[config.mk]
export PLATFORM = sky130hd
export DESIGN_NAME = sids_window_fetch
export DESIGN_NICKNAME = d
export VERILOG_FILES = /design/src/rtl/sids_window_fetch.sv
export SDC_FILE = /design/constraint.sdc
export NUM_CORES = 1
export LEC_CHECK = 0
export BUFFER_PORTS_ARGS = -buffer_cell sky130_fd_sc_hd__buf_4
export CORE_ASPECT_RATIO = 1.1
export CORE_UTILIZATION = 30
export CTS_BUF_LIST = sky130_fd_sc_hd__clkbuf_8
export DETAILED_ROUTE_END_ITERATION = 10
export HOLD_SLACK_MARGIN = 0.08
export PLACE_DENSITY = 0.47
export SLEW_MARGIN = 25
export SYNTH_ARGS = -nofsm -noshare
export SYNTH_HDL_FRONTEND = slang
export SYNTH_SLANG_ARGS = --single-unit
[constraint.sdc]
create_clock -name clk -period 3.65 [get_ports clk]
set_input_delay 0.5475 -clock clk [delete_from_list [all_inputs] [get_ports clk]]
set_output_delay 0.5475 -clock clk [all_outputs]
set_load 0.05 [all_outputs]
[src/rtl/sids_window_fetch.sv]
// Vertical window fetcher: gathers NUM_ROWS SRAM words, one per image row, into one wide word.
// A one-row-down step reuses the rows already held and fetches only the new bottom row.
module sids_window_fetch #(
  parameter int NUM_ROWS   = 3,
  parameter int WORD_BYTES = 4,
  parameter int PIX_ADDR_W = 20,
  parameter int REUSE_EN   = 1
) (
  input  logic                                clk,
  input  logic                                n_rst,
  input  logic [31:0]                         image_width,
  input  logic                                fill_buff,
  input  logic [PIX_ADDR_W-1:0]               ED_rpixNum,
  input  logic                                SI_dfb,
  input  logic [WORD_BYTES*8-1:0]             SI_rdata,
  output logic [1:0]                          SI_mode,
  output logic [PIX_ADDR_W-1:0]               SI_rpixNum,
  output logic                                buff_filled,
  output logic [NUM_ROWS*WORD_BYTES*8-1:0]    ED_rdata
);

  localparam int WORD_W = WORD_BYTES * 8;
  localparam int IDX_W  = (NUM_ROWS > 1) ? $clog2(NUM_ROWS) : 1;
  localparam logic [IDX_W-1:0]      LAST_ROW  = IDX_W'(NUM_ROWS - 1);
  localparam logic [PIX_ADDR_W-1:0] BOTTOM_OFS = PIX_ADDR_W'(NUM_ROWS - 1);
  localparam logic [1:0] MODE_IDLE = 2'b00;
  localparam logic [1:0] MODE_READ = 2'b01;

  typedef enum logic {
    S_IDLE  = 1'b0,
    S_FETCH = 1'b1
  } state_t;

  state_t                  state;
  logic [IDX_W-1:0]        row_idx;
  logic [PIX_ADDR_W-1:0]   base;
  logic [PIX_ADDR_W-1:0]   iw;
  logic [PIX_ADDR_W-1:0]   prev_base;
  logic                    win_valid;
  logic [WORD_W-1:0]       rows [NUM_ROWS];

  logic [PIX_ADDR_W-1:0]   iw_in;
  logic                    reuse_hit;
  logic [PIX_ADDR_W-1:0]   reuse_addr;

  function automatic logic [PIX_ADDR_W-1:0] addr_add(input logic [PIX_ADDR_W-1:0] a,
                                                     input logic [PIX_ADDR_W-1:0] b);
    return a + b;
  endfunction

  if (PIX_ADDR_W < 32) begin : g_iw_trunc
    logic unused_iw_hi;
    assign iw_in        = image_width[PIX_ADDR_W-1:0];
    assign unused_iw_hi = ^image_width[31:PIX_ADDR_W];
  end else begin : g_iw_ext
    assign iw_in = PIX_ADDR_W'(image_width);
  end

  // A hit means the request sits exactly one image row below the last completed window.
  assign reuse_hit  = (REUSE_EN != 0) && (NUM_ROWS > 1) && win_valid &&
                      (ED_rpixNum == addr_add(prev_base, iw_in));
  assign reuse_addr = addr_add(ED_rpixNum, BOTTOM_OFS * iw_in);

  for (genvar r = 0; r < NUM_ROWS; r++) begin : g_out
    assign ED_rdata[r*WORD_W +: WORD_W] = rows[r];
  end

  always_ff @(posedge clk or negedge n_rst) begin
    if (!n_rst) begin
      state       <= S_IDLE;
      SI_mode     <= MODE_IDLE;
      SI_rpixNum  <= '0;
      buff_filled <= 1'b0;
      win_valid   <= 1'b0;
      row_idx     <= '0;
      base        <= '0;
      iw          <= '0;
      prev_base   <= '0;
      for (int r = 0; r < NUM_ROWS; r++) rows[r] <= '0;
    end else begin
      case (state)
        S_IDLE: begin
          if (fill_buff) begin
            base        <= ED_rpixNum;
            iw          <= iw_in;
            buff_filled <= 1'b0;
            SI_mode     <= MODE_READ;
            state       <= S_FETCH;
            if (reuse_hit) begin
              for (int r = 0; r < NUM_ROWS - 1; r++) rows[r] <= rows[r+1];
              row_idx    <= LAST_ROW;
              SI_rpixNum <= reuse_addr;
            end else begin
              row_idx    <= '0;
              SI_rpixNum <= ED_rpixNum;
            end
          end
        end
        S_FETCH: begin
          if (SI_dfb) begin
            rows[row_idx] <= SI_rdata;
            if (row_idx == LAST_ROW) begin
              state       <= S_IDLE;
              SI_mode     <= MODE_IDLE;
              buff_filled <= 1'b1;
              win_valid   <= 1'b1;
              prev_base   <= base;
            end else begin
              // Running accumulator steps the read address down one image row.
              row_idx    <= row_idx + IDX_W'(1);
              SI_rpixNum <= addr_add(SI_rpixNum, iw);
            end
          end
        end
        default: state <= S_IDLE;
      endcase
    end
  end

endmodule

==> results.py, run 1 <==
metrics = {
    "status": {
        "outcome": "finished, final reports clean",
    },
    "setup_path": {
        "end_kind": "register",
        "cp_num_buf_inv": 2,
        "cp.required_ns": 4.09,
        "r2r-end": "ED_rdata[43]",
        "r2r_cells": 14,
        "crit_path_end": "ED_rdata[43]",
        "reg2reg_from": "prev_base[0]",
        "cp_cell_sequence": "ha_4 > fa_2 > a21o_1 > a221oi_4 > o21ai_2 > a21oi_2 > mux2i_1 > or4_4 > nor4_4 > buf_4 > nand2_8 > nand2_8 > clkbuf_16 > a2bb2oi_1",
        "r2r_slack_ns": 0.10,
        "startpoint": "prev_base[0]",
        "crit_type": "reg2reg",
        "slowest_stage": "or4_4",
        "critPathMaxStageDelay_ns": 0.52,
        "arrival_ns": 3.99,
        "critPathTopFamily": "simple AND/OR/NAND/NOR gates",
        "cp-start-kind": "register",
        "path_common_cell": "nand2_8",
        "crit_cells": 14,
        "cp_max_fo": 7,
    },
    "clocking": {
        "cts.sink_count": 182,
        "numCtsBuffers": 17,
        "root_buffer": "clkbuf_8",
        "clk_pin_slew_ns": 0.12,
        "cts_buffer_depth": 2,
        "clock_latency_ns": 0.52,
        "cts_max_level": 4,
        "cts_tree": "yes",
    },
    "yosys": {
        "ys_ff_latch": 182,
        "yosysTopAreaCell": "dfrtp_1",
        "netlist-cell-type-count": 70,
        "synthFlopType": "dfrtp_1",
        "yosys.area_share.adder": 0.0749,
        "ys_seq_area_frac": 0.427,
        "synth_area_um2": 10700,
        "synthSimpleGateAreaFrac": 0.143,
        "netlist_instances": 1116,
        "netlist.area_leader.share": 0.427,
        "muxShareOfSynthArea": 0.0654,
        "synth.area.top_cells": "dfrtp_1 (43%), nand2_1 (8.1%), ha_1 (6.9%)",
        "async_reset_ff_frac": 1.00,
        "synth_edf_count": 0,
        "yosys_warnings": 0,
        "synth_xor_xnor_area_share": 0.0511,
        "synth_compound_area_frac": 0.206,
        "syn-num-nets": 1266,
        "synth_top_family_by_area": "compound AO/OA/AOI/OAI gates",
        "synth_area_per_cell_um2": 9.55,
    },
    "floorplanning": {
        "io_pins": 207,
        "die_area_um2": 36300,
        "die_w_um": 182,
        "die_y_um": 200,
        "core_um2": 35000,
        "rows": 72,
        "initial_core_util": 0.304,
    },
    "timing": {
        "setup_violations": 0,
        "rsz0062_at_grt": "true",
        "slew_violations": 0,
        "fin_ws_ns": 0.104,
        "fin_skew_ns": 0.0361,
        "final-hold-violation-count": 0,
        "tns_ns": 0,
        "fmax_mhz": 282,
        "whs_ns": 0.249,
        "worst_pin_slew_ns": 1.08,
        "relSlewSlack": 0.279,
        "finalCritPeriodShare": 0.971,
        "period_needed_ns": 3.55,
    },
    "final_layout": {
        "num_antenna_cells": 0,
        "layout_commonest_cell": "buf_4",
        "post-route-util": 0.410,
        "layout_common_cells": "buf_4 (271), nand2_1 (226), dfrtp_1 (182)",
        "drive_above_1_share": 0.343,
        "area_growth_pct": 34.8,
        "fin_cells": 1824,
        "fin_nets": 1517,
        "n_fill_cell": 3507,
    },
    "power_and_ir_drop": {
        "pwr-share-comb": 0.648,
        "p_seq_frac": 0.249,
        "power_density_nw_per_um2": 1060,
        "p_sw_w": 0.00763,
        "ir_drop_mv": 0.694,
        "pwr-share-clk": 0.103,
        "cellInternalPower_w": 0.00754,
        "p_sw_frac": 0.503,
        "p_leak_nw": 6.51,
    },
    "routing": {
        "viasPerCell": 5.16,
        "drt-pass1-iter-count": 5,
        "dr.first_iter.drc_count": 442,
        "num_vias": 9404,
        "drt_wl_total_um": 36100,
        "antenna_left": 0,
        "drc_errors": 0,
        "drt-wirelength-per-cell_um": 19.8,
    },
    "run": {
        "cap_violations": 0,
    },
    "grt": {
        "grt_usage": 0.199,
        "grt_max_degree": 70,
        "grt_pass1_wl_um": 54800,
        "overflow": 0,
        "first_global_vias": 9323,
        "antenna_found_initial": 1,
    },
    "hold_path": {
        "hp-class": "in2reg",
    },
    "place": {
        "pre_cts_ws_ns": -0.377,
        "gp_congestion": 0.864,
        "dp.cells": 1782,
        "portBuffers": 193,
        "dp_hpwl_um": 25700,
    },
}
## worst register-to-register path, cell delays in order, from the launching register on
cell and delay [ns]:
dfrtp_1 0.42, ha_4 0.18, fa_2 0.34, a21o_1 0.20
a221oi_4 0.31, o21ai_2 0.12, a21oi_2 0.15, mux2i_1 0.09
or4_4 0.53, nor4_4 0.33, buf_4 0.20, nand2_8 0.11
nand2_8 0.14, clkbuf_16 0.21, a2bb2oi_1 0.15
## per-layer routing
| metal | GRT usage | up-vias | wire length, µm |
|---|---|---|---|
| li1 | - | 4521 | - |
| met1 | 0.253 | 4653 | 16300 |
| met2 | 0.331 | 196 | 17200 |
| met3 | 0.0556 | 32 | 2090 |
| met4 | 0.0493 | 2 | 513 |
| met5 | 0 | - | 17 |
## flip-flops by register name (all words and copies together), names as in the netlist
name         flops
SI_mode          1
base            20
win_valid        1
SI_rpixNum      20
ED_rdata        96
row_idx          2
state            1
buff_filled      1
prev_base       20
iw              20
## cell families (layout without fill, tap and decap cells)
logic type / Yosys count / count (layout)
flip-flops: 182 / 182
other: 1 / 1
AND/OR/NAND/NOR: 344 / 344
multiplexers: 63 / 63
XOR/XNOR: 59 / 59
AO/OA/AOI/OAI: 324 / 324
adder cells (fa/ha/maj): 62 / 62
buffers and inverters: 81 / 345
## worst min-delay path by stage
stage / startpoint / to / slack, ns / cells past startpoint
5_1_grt: fill_buff / row_idx[0] / 0.22 / 2
3_3_place_gp: win_valid / win_valid / 0.45 / 1
6_report: fill_buff / row_idx[0] / 0.25 / 2
4_1_cts: fill_buff / row_idx[0] / 0.20 / 2
2_1_floorplan: n_rst / ED_rdata[0] / 0.25 / 0
3_5_place_dp: win_valid / win_valid / 0.46 / 1
## metrics by stage
stage | power (W) | area (µm²)
finish | 0.0152 | 14400
global route | 0.0162 | 14400
CTS | 0.0147 | 13600
detailed placement | 0.0130 | 13100
global placement | 0.0130 | 13100
floorplan | 0.00995 | 10700
## cell type report
class,count,area [µm²],share of cell area
Sequential cell,182,4550,0.317
Multi-Input combinational cell,853,6320,0.440
Inverter,22,82.6,0.00575
Clock buffer,17,234,0.0163
Tap cell,444,556,0.0387
Clock inverter,15,209,0.0145
Timing Repair Buffer,291,2410,0.168
## repair_timing
item                                   in CTS  in global routing
setup endpoints to repair                  68                 81
endpoints found under the hold margin      58                  0
gates cloned                                1                  5
buffers inserted                            0                  3
pin swaps                                   0                 14
hold buffers                                1                  0
gates resized for setup                     7                111
## power by group through the flow
stage,sequential [W],combinational [W],clock [W]
3_5_place_dp,0.00374,0.00926,0
2_1_floorplan,0.00582,0.00413,0
6_report,0.00378,0.00983,0.00156
4_1_cts,0.00372,0.00932,0.00161
3_3_place_gp,0.00374,0.00922,0
5_1_grt,0.00392,0.0106,0.00170
## cells in the mapped netlist (3+ instances only)
cell type	count
a21o_1	13
a21oi_1	51
a22oi_1	12
and3_1	7
nor3_1	15
nand2_1	229
o21a_1	12
nor4_4	3
nor2_1	34
clkbuf_1	40
ha_1	59
xor2_1	18
fa_1	3
a211oi_1	6
o21bai_1	4
a31oi_1	5
or3_1	6
nand2b_1	10
dfrtp_1	182
o22ai_1	5
xnor2_1	39
a2bb2oi_1	65
nor4_1	4
buf_2	12
o221ai_1	9
buf_4	4
mux2i_1	10
inv_1	22
nor2b_1	5
o21ai_0	99
o21ai_1	5
o31ai_1	6
nand3_1	11
mux2_2	53
nand4_1	10
o2111ai_1	4
Note: power is estimated with default switching activity, not from simulation.
==> run 2, diff against run 1 <==
- SETUP_SLACK_MARGIN: unset -> 0.3
==> results.py, run 2 (synthesis gave the netlist of run 1 again) <==
metrics = {
    "clocking": {
        "cts_buffer_depth": 2,
        "clock_latency_ns": 0.52,
        "cts_max_level": 4,
        "clk_pin_slew_ns": 0.11,
        "numCtsBuffers": 17,
        "cts.sink_count": 182,
        "root_buffer": "clkbuf_8",
        "cts_tree": "yes",
    },
    "place": {
        "gp_congestion": 0.862,
        "dp_hpwl_um": 25000,
        "dpl_cell_area_um2": 13200,
        "portBuffers": 193,
    },
    "setup_path": {
        "r2r_slack_ns": 0.07,
        "path_common_cell": "buf_6",
        "cp_max_fo": 12,
        "critPathMaxStageDelay_ns": 0.45,
        "cp.required_ns": 4.07,
        "slowest_stage": "a2111o_1",
        "cp-start-kind": "register",
        "arrival_ns": 4.00,
        "cp_cell_sequence": "ha_4 > fa_2 > buf_6 > buf_6 > xnor3_1 > o31ai_4 > a211oi_2 > nand4_1 > nor4_1 > nand4b_1 > a2111o_1 > nor4_4 > buf_12 > a22oi_1 > o221ai_1",
        "crit_type": "reg2reg",
        "end_kind": "register",
    },
    "floorplanning": {
        "die_area_um2": 36300,
        "die_y_um": 200,
        "core_um2": 35000,
        "initial_core_util": 0.304,
        "rows": 72,
        "io_pins": 207,
        "die_w_um": 182,
    },
    "timing": {
        "relSlewSlack": 0.346,
        "whs_ns": 0.250,
        "slew_violations": 0,
        "fin_skew_ns": 0.0264,
        "fmax_mhz": 279,
        "worst_pin_slew_ns": 0.982,
        "final-hold-violation-count": 0,
        "setup_violations": 0,
        "finalCritPeriodShare": 0.982,
        "period_needed_ns": 3.58,
        "tns_ns": 0,
        "rsz0062_at_grt": "true",
    },
    "grt": {
        "overflow": 0,
        "grt_max_degree": 66,
        "antenna_found_initial": 0,
        "grt_pass1_wl_um": 56000,
        "first_global_vias": 9693,
        "grt_usage": 0.204,
    },
    "status": {
        "outcome": "finished, final reports clean",
    },
    "power_and_ir_drop": {
        "power_density_nw_per_um2": 1020,
        "p_leak_nw": 6.77,
        "ir_drop_mv": 0.407,
    },
    "routing": {
        "viasPerCell": 5.19,
        "antenna_left": 0,
        "drc_errors": 0,
        "num_vias": 9576,
        "dr.first_iter.drc_count": 468,
        "drt-pass1-iter-count": 5,
        "drt-wirelength-per-cell_um": 19.6,
        "drt_wl_total_um": 36200,
    },
    "hold_path": {
        "hp-class": "in2reg",
    },
    "final_layout": {
        "layout_commonest_cell": "buf_4",
        "post-route-util": 0.425,
        "largest_reg_flops": 96,
        "fin_nets": 1538,
        "layout_common_cells": "buf_4 (271), nand2_1 (223), dfrtp_1 (182)",
        "drive_above_1_share": 0.377,
        "num_antenna_cells": 0,
        "fin_area_um2": 14900,
        "area_growth_pct": 39.8,
    },
    "run": {
        "cap_violations": 0,
    },
}
## run 2: repair_timing
item	in CTS	in global routing
endpoints found under the setup margin	84	84
buffers inserted	16	3
gates resized for setup	97	66
cloned	11	0
hold buffers	1	0
pin swaps	25	12
endpoints found under the hold margin	51	0
## run 2: path summary, 6_finish.rpt
kind	start	to	cells past startpoint
min in group asynchronous	n_rst	ED_rdata[93]	2
max reg2reg	prev_base[0]	SI_rpixNum[5]	15
min reg2reg	base[4]	base[4]	2
min	fill_buff	row_idx[0]	2
max	prev_base[0]	SI_rpixNum[5]	15
max in group asynchronous	n_rst	iw[19]	3
## run 2: per-layer routing
layer  vias up  GRT usage  wire (µm)
met3        28     0.0321       1190
met2       195      0.355      18200
li1       4580          -          -
met1      4773      0.262      16400
met5         -          0          0
met4         0     0.0534        443
## run 2: worst max-delay path: cells and delay by family (launching register included)
kind	cells	cell delay, ns
XOR/XNOR	1	0.27
AND/OR/NAND/NOR	4	0.82
flip-flops	1	0.41
AO/OA/AOI/OAI	5	1.05
adder cells (fa/ha/maj)	2	0.52
buffers and inverters	3	0.42
## run 2: cell type report
| class | instances | area, µm² |
|---|---|---|
| clock inverters | 15 | 175 |
| fillers | 3455 | 20100 |
| clock buffers | 17 | 234 |
| inverters | 22 | 82.6 |
| well taps | 444 | 556 |
| flip-flops and latches | 182 | 4550 |
| multi-input cells | 853 | 6510 |
| repair buffers | 312 | 2790 |
## run 2: per-stage QoR
stage	std cells	total power [W]	worst slack, ns
6_report	1845	0.0152	0.0673
3_3_place_gp	1782	0.0130	-0.223
4_1_cts	1842	0.0151	0.0740
3_5_place_dp	1782	0.0131	-0.271
2_1_floorplan	1116	0.00999	0.124
5_1_grt	1845	0.0162	-0.0919
## run 2: where the power goes
| part | total (W) | internal, W | switching, W |
|---|---|---|---|
| sequential | 0.00379 | 0.00300 | 0.000787 |
| combinational | 0.00994 | 0.00399 | 0.00595 |
| clock | 0.00149 | 0.000630 | 0.000859 |
==> run 3, diff against run 2 <==
==> constraint.sdc (replaced) <==
create_clock -name clk -period 3.65 [get_ports clk]
set_input_delay 0.365 -clock clk [delete_from_list [all_inputs] [get_ports clk]]
set_output_delay 0.365 -clock clk [all_outputs]
set_load 0.05 [all_outputs]
==> results.py, run 3 (synthesis gave the netlist of run 1 again) <==
metrics = {
    "timing": {
        "period_needed_ns": 3.49,
        "rsz0062_at_grt": "true",
        "finalCritPeriodShare": 0.956,
        "fmax_mhz": 287,
        "setup_violations": 0,
        "worst_pin_slew_ns": 1.01,
        "final-hold-violation-count": 0,
        "relSlewSlack": 0.327,
        "fin_skew_ns": 0.0217,
        "slew_violations": 0,
    },
    "floorplanning": {
        "rows": 72,
        "initial_core_util": 0.304,
        "die_area_um2": 36300,
        "core_um2": 35000,
        "die_w_um": 182,
        "die_y_um": 200,
        "io_pins": 207,
    },
    "setup_path": {
        "r2r_slack_ns": 0.16,
        "cp_num_buf_inv": 1,
        "cp-start-kind": "register",
        "end_kind": "register",
        "cp_max_fo": 15,
        "slowest_stage": "or4_4",
        "crit_type": "reg2reg",
        "critPathMaxStageDelay_ns": 0.52,
        "arrival_ns": 3.90,
        "reg2reg_from": "prev_base[0]",
        "critPathTopFamily": "compound AO/OA/AOI/OAI gates",
        "r2r-end": "SI_rpixNum[7]",
        "cp_cell_sequence": "ha_4 > fa_2 > a21o_1 > a221oi_4 > o21ai_2 > a21oi_2 > mux2i_1 > or4_4 > a2111o_1 > nor4_4 > buf_12 > a22oi_1 > o221ai_1",
        "cp.required_ns": 4.07,
        "r2r_cells": 13,
    },
    "clocking": {
        "numCtsBuffers": 17,
        "cts.sink_count": 182,
        "cts_max_level": 4,
        "clk_pin_slew_ns": 0.10,
        "cts_buffer_depth": 2,
        "root_buffer": "clkbuf_8",
        "cts_tree": "yes",
        "clock_latency_ns": 0.52,
    },
    "routing": {
        "drt_wl_total_um": 36400,
        "drt-wirelength-per-cell_um": 19.8,
        "drc_errors": 0,
        "drt-pass1-iter-count": 5,
        "antenna_left": 0,
        "dr.first_iter.drc_count": 490,
        "num_vias": 9540,
        "viasPerCell": 5.19,
    },
    "hold_path": {
        "min_from": "SI_rdata[27]",
        "min_path_cells": 2,
        "hp-class": "in2reg",
        "worst_hold_path.endpoint": "ED_rdata[91]",
    },
    "status": {
        "outcome": "finished, final reports clean",
    },
    "power_and_ir_drop": {
        "ir_drop_mv": 0.597,
        "finalPower_w": 0.0148,
        "p_leak_nw": 6.58,
        "power_density_nw_per_um2": 1010,
    },
    "final_layout": {
        "fin_cells": 1838,
        "layout_commonest_cell": "buf_4",
        "layout_common_cells": "buf_4 (229), nand2_1 (223), dfrtp_1 (182)",
        "largest_reg_flops": 96,
        "drive_above_1_share": 0.323,
        "fin_nets": 1529,
        "area_growth_pct": 37.5,
    },
    "place": {
        "dp.cells": 1742,
        "dp_hpwl_um": 24900,
        "portBuffers": 193,
        "gp_congestion": 0.853,
    },
    "run": {
        "cap_violations": 0,
    },
    "grt": {
        "overflow": 0,
        "grt_pass1_wl_um": 55400,
        "antenna_found_initial": 1,
        "grt_usage": 0.200,
        "grt_max_degree": 107,
        "first_global_vias": 9480,
    },
}
run 3: worst max-delay path by stage:
stage               depth (start not counted)  slack [ns]            end      startpoint
floorplan                                  14        0.31    ED_rdata[0]  image_width[0]
CTS                                        13        0.13  SI_rpixNum[7]    prev_base[0]
finish                                     13        0.16  SI_rpixNum[7]    prev_base[0]
global placement                           16       -0.01   ED_rdata[63]  image_width[1]
global route                               13       -0.02  SI_rpixNum[3]    prev_base[0]
detailed placement                         16       -0.03   ED_rdata[29]  image_width[1]
run 3: where the power goes:
group / leakage, nW / total (W) / internal, W / switching (W)
sequential: 2.13 / 0.00376 / 0.00300 / 0.000760
combinational: 4.26 / 0.00967 / 0.00375 / 0.00592
clock: 0.192 / 0.00141 / 0.000521 / 0.000889
run 3: cell type report:
class	instances	area [µm²]
clock inverter	14	139
multi-input combinational	853	6350
timing repair buffer	303	2720
inverter	22	82.6
tap	444	556
clock buffer	18	248
fill	3440	20400
sequential	182	4550
antenna	2	5.00
run 3: metal layers:
layer	up-vias	GRT usage	wire length, µm
li1	4557	-	-
met1	4743	0.270	16700
met2	199	0.327	17600
met3	41	0.0339	1470
met4	0	0.0603	692
met5	-	0	0
run 3: what timing repair did:
item	4_1_cts	5_1_grt
gates resized for setup	77	68
cloned	5	2
endpoints found under the hold margin	150	0
setup endpoints to repair	83	84
pin swaps	16	10
setup buffers	6	3
hold buffers	46	0
run 3: per-stage QoR:
step	area, µm²	util	TNS, ns	worst slack (ns)	hold slack (ns)
after floorplan	10700	-	0	0.315	0.0694
after global placement	12900	0.367	-0.0177	-0.0118	0.457
after detailed placement	12900	0.367	-0.620	-0.0295	0.453
after CTS	14200	0.406	0	0.132	0.0808
after global routing	14700	0.418	-0.117	-0.0225	0.101
final	14700	0.418	0	0.162	0.115
